===== config.mk =====
export PLATFORM = sky130hd
export DESIGN_NAME = evt_stream_rcv16
export DESIGN_NICKNAME = d
export VERILOG_FILES = /design/src/rtl/evt_stream_rcv16.sv
export SDC_FILE = /design/constraint.sdc
export NUM_CORES = 1
export LEC_CHECK = 0
export ABC_AREA = 1
export CAP_MARGIN = 10
export CORE_MARGIN = 5
export CORE_UTILIZATION = 35
export CTS_BUF_LIST = sky130_fd_sc_hd__clkbuf_4 sky130_fd_sc_hd__clkbuf_8
export CTS_CLUSTER_SIZE = 24
export DETAILED_ROUTE_END_ITERATION = 8
export PLACE_DENSITY = 0.51
export SETUP_SLACK_MARGIN = 0.2
export SYNTH_ARGS = -nofsm -noshare
export SYNTH_HDL_FRONTEND = slang
export SYNTH_SLANG_ARGS = --single-unit

===== constraint.sdc =====
create_clock -name Clock -period 2.5 [get_ports Clock]
set_input_delay 0.5 -clock Clock [delete_from_list [all_inputs] [get_ports Clock]]
set_output_delay 0.5 -clock Clock [all_outputs]
set_load 0.01 [all_outputs]

===== src/rtl/evt_stream_rcv16.sv =====
// evt_stream_rcv16: serial event-word receiver feeding a sync-RAM FIFO with a prefetched head register
module evt_stream_rcv16 #(
  parameter int AW = 4
) (
  input  logic          Clock,
  input  logic          Reset,
  input  logic          DataStream,
  input  logic          ClrErr,
  input  logic          Ready,
  output logic [15:0]   DataOut,
  output logic          Valid,
  output logic [AW:0]   Count,
  output logic          Overflow,
  output logic          FrameErr
);
  typedef enum logic [1:0] {Idle, Shift, Stop} state_t;
  state_t r_state, w_state_nxt;
  logic [3:0] r_bit, w_bit_nxt;
  logic [15:0] r_shift, w_shift_nxt;
  logic w_push, w_bad;
  logic [15:0] r_mem [2**AW];
  logic [AW-1:0] r_wr, r_rd, w_rd_nxt;
  logic [AW:0] r_count;
  logic [15:0] r_dout, w_dout_nxt;
  logic r_ovf, r_ferr;
  logic w_full, w_empty, w_single, w_pop, w_wr;
  always_ff @(posedge Clock) begin
    if (Reset) begin
      r_state <= Idle;
      r_bit   <= '0;
      r_shift <= '0;
    end else begin
      r_state <= w_state_nxt;
      r_bit   <= w_bit_nxt;
      r_shift <= w_shift_nxt;
    end
  end
  always_comb begin
    w_state_nxt = r_state;
    w_bit_nxt   = r_bit;
    w_shift_nxt = r_shift;
    w_push      = 1'b0;
    w_bad       = 1'b0;
    case (r_state)
      Idle: begin
        w_state_nxt = DataStream ? Shift : Idle;
        w_bit_nxt   = DataStream ? 4'd0 : r_bit;
      end
      Shift: begin
        w_shift_nxt = {r_shift[14:0], DataStream};
        w_bit_nxt   = r_bit + 4'd1;
        w_state_nxt = (r_bit == 4'd15) ? Stop : Shift;
      end
      Stop: begin
        w_push      = ~DataStream;
        w_bad       = DataStream;
        w_state_nxt = Idle;
      end
      default: w_state_nxt = Idle;
    endcase
  end
  assign w_full   = r_count[AW];
  assign w_empty  = (r_count == '0);
  assign w_single = (r_count == (AW+1)'(1));
  assign w_pop    = Valid & Ready;
  assign w_wr     = w_push & (~w_full | w_pop);
  assign w_rd_nxt = r_rd + AW'(1);
  // Head register is the RAM read register; a push into an emptying FIFO bypasses the RAM.
  assign w_dout_nxt = (w_pop & ~w_single) ? r_mem[w_rd_nxt] :
                      (w_wr & (w_empty | (w_pop & w_single))) ? r_shift : r_dout;
  always_ff @(posedge Clock) begin
    if (w_wr) r_mem[r_wr] <= r_shift;
  end
  always_ff @(posedge Clock) begin
    if (Reset) begin
      r_wr    <= '0;
      r_rd    <= '0;
      r_count <= '0;
      r_dout  <= '0;
      r_ovf   <= 1'b0;
      r_ferr  <= 1'b0;
    end else begin
      r_wr    <= w_wr ? r_wr + AW'(1) : r_wr;
      r_rd    <= w_pop ? w_rd_nxt : r_rd;
      r_count <= r_count + (AW+1)'(w_wr) - (AW+1)'(w_pop);
      r_dout  <= w_dout_nxt;
      r_ovf   <= (w_push & w_full & ~w_pop) | (r_ovf & ~ClrErr);
      r_ferr  <= w_bad | (r_ferr & ~ClrErr);
    end
  end
  assign DataOut  = r_dout;
  assign Valid    = ~w_empty;
  assign Count    = r_count;
  assign Overflow = r_ovf;
  assign FrameErr = r_ferr;
endmodule


==> metrics.yaml <==
die_area_sq_um: 41500
nNetsFinal: 1443
placed_area_sq_um: 14500
netlist_top_cells_area: "edfxtp_1, nand2_1, dfxtp_1"
clk_pin_slew_ps: 60
wl_per_cell_microns: 17.5
portBuffers: 28
ys_types: 32
io_pins: 29
fin_worst_skew_ps: 25.3
worst_ep_required_time_ps: 2000
critPathArrivalTime_ps: 1690
async_reset_ff_share_pct: 0
ys_warn_count: 0
cts-hold-fix-buffers: 0
clkSinkCount: 309
initial_utilization_pct: 35.2
cts.htree.levels: 2
final_hold_viol_count: 0
clk-insertion-delay-late_ps: 590
power.leakage_uw: 0.00649
fill_cells: 3620
crit_chain: "inv_2 -> ha_4 -> nand3_2 -> or2_4 -> clkdlybuf4s15_1"
grt_usage_pct: 16.3
vdd_drop_max_uv: 688
grt_first_pass_wirelength_microns: 52700
fin_util_pct: 42.3
fin_crit_ps: 2190
vias: 9223
drtIter0Drc: 639
gr-total-overflow: 0
crit_path_top_delay_cell: "dfxtp_2"
stdcell_area_sq_um: 15800
grt_max_degree: 111
rsz0062_at_grt: "false"
setup_viol: 0
drc: 0
start_kind: "flip-flop"
synth_edf_count: 256
timing_worst_setup_path_type: "flip-flop to primary output"
antenna_found_initial: 0
status: "completed"
wl_microns: 34000
die_x_microns: 204
worst-path-max-fanout: 3
max_freq_mhz: 457
coreArea_sq_um: 37300
rows: 71
synth_seq_cells: 309
worstMarginPinSlew_ps: 665
hold_class: "flip-flop to flip-flop"
avgViaCountPerCell: 4.75
period_share_pct: 87.5
first_pass_iters: 5
layout_common_cells: "nand2_1, edfxtp_1, nand3_1"
drive_gt1_share_pct: 14.2
drv_slew: 0
finalPower_uw: 15500
cts_buffers: 53
synth_cells: 1331
p_per_area_nw_per_um2: 985
ctsRootBufferMaster: "clkbuf_8"
end_kind: "primary output"
regArea_sq_um: 8750
syn_area_sq_um: 13100
synthFlopType: "edfxtp_1"
ant_nets: 0
yosysSeqAreaShare_pct: 66.7
hpwl_microns: 21700
area_growth_pct: 20.2
multi_input_area_sq_um: 3610
slew_headroom_pct: 55.6
whs_path_depth: 2
synth_area_per_cell_sq_um: 9.86
grt_pass1_vias: 9025
max_cap_violations: 0
antenna_cells: 0
cts_buffer_depth: 3
yosysTopAreaCell: "edfxtp_1"
dieHeight_microns: 204
syn_nets: 1348
max_stage_delay_ps: 320
cts_tree: "built"
gp_congestion: 0.797
yosysTopAreaCellShare_pct: 58.6
layout_commonest_cell: "nand2_1"
reg2reg_depth: 14
## final cells by class
type	instances	area share, %
flip-flops and latches	309	55.5
clock buffers	81	6.39
multi-input cells	797	22.9
well taps	474	3.76
repair buffers	104	6.68
inverters	161	3.85
clock inverters	15	0.928
## critical path: cells and delay by family, from the launching register on
| family | cells | cell delay, ps |
|---|---|---|
| and+or+nand+nor | 2 | 330 |
| DFF | 1 | 320 |
| buffers and inverters | 2 | 320 |
| adders and majority gates | 1 | 130 |
## per-stage QoR
| step | setup WS (ps) | cells | TNS [ps] | hold WS [ps] |
|---|---|---|---|---|
| floorplan | 205 | 1331 | 0 | 460 |
| global placement | -231 | 1840 | -231 | 453 |
| detailed placement | -247 | 1840 | -445 | 460 |
| CTS | 206 | 1937 | 0 | 469 |
| global route | 210 | 1941 | 0 | 485 |
| finish | 313 | 1941 | 0 | 463 |
## cells in the mapped netlist, types with 3 or more instances
cell type	instances
a21oi_1	30
nor3_1	3
clkbuf_1	20
nand3_1	181
inv_1	158
edfxtp_1	256
buf_1	6
ha_1	11
o21ai_0	28
buf_2	37
dfxtp_1	53
nand2_1	436
nor2_1	91
## where the power goes
| group | internal [uW] | switching (uW) |
|---|---|---|
| registers | 5820 | 202 |
| logic | 1650 | 2990 |
| clock network | 2870 | 2010 |
| total | 10300 | 5200 |
## sequential cells by signal, indices dropped and copies added (netlist names)
signal,cells
Count,5
r_rd,4
r_wr,4
r_mem,256
DataOut,16
r_bit,4
r_shift,16
Overflow,1
FrameErr,1
r_state,2
## logic make-up after synthesis
kind of cell	synth area share, %
DFF	66.7
AOI/OAI and AO/OA	2.64
xor gates and xnor gates	0.324
adders and majority gates	1.20
buffers and inverters	6.82
and+or+nand+nor	22.4
## worst paths after layout
kind | slack [ps] | to | from
worst min register to register | 460 | DataOut[12] | DataOut[12]
worst min-delay path | 460 | DataOut[12] | DataOut[12]
worst max-delay path | 310 | Valid | Count[3]
worst max register to register | 340 | Count[4] | Count[3]
## per-layer routing
metal | part of all wire (%) | GRT usage, % | vias to the layer above
met5 | 0 | 0 | -
met4 | 2.1 | 4.67 | 0
met3 | 4.5 | 2.67 | 48
met2 | 47 | 26.4 | 196
met1 | 46 | 22.9 | 4440
li1 | - | - | 4539
## what timing repair did
action,4_1_cts,5_1_grt
gates resized for setup,12,7
pin swaps,4,6
setup buffers,1,4
setup endpoints to repair,2,2
No activity file was read; power rests on OpenSTA's default activity.
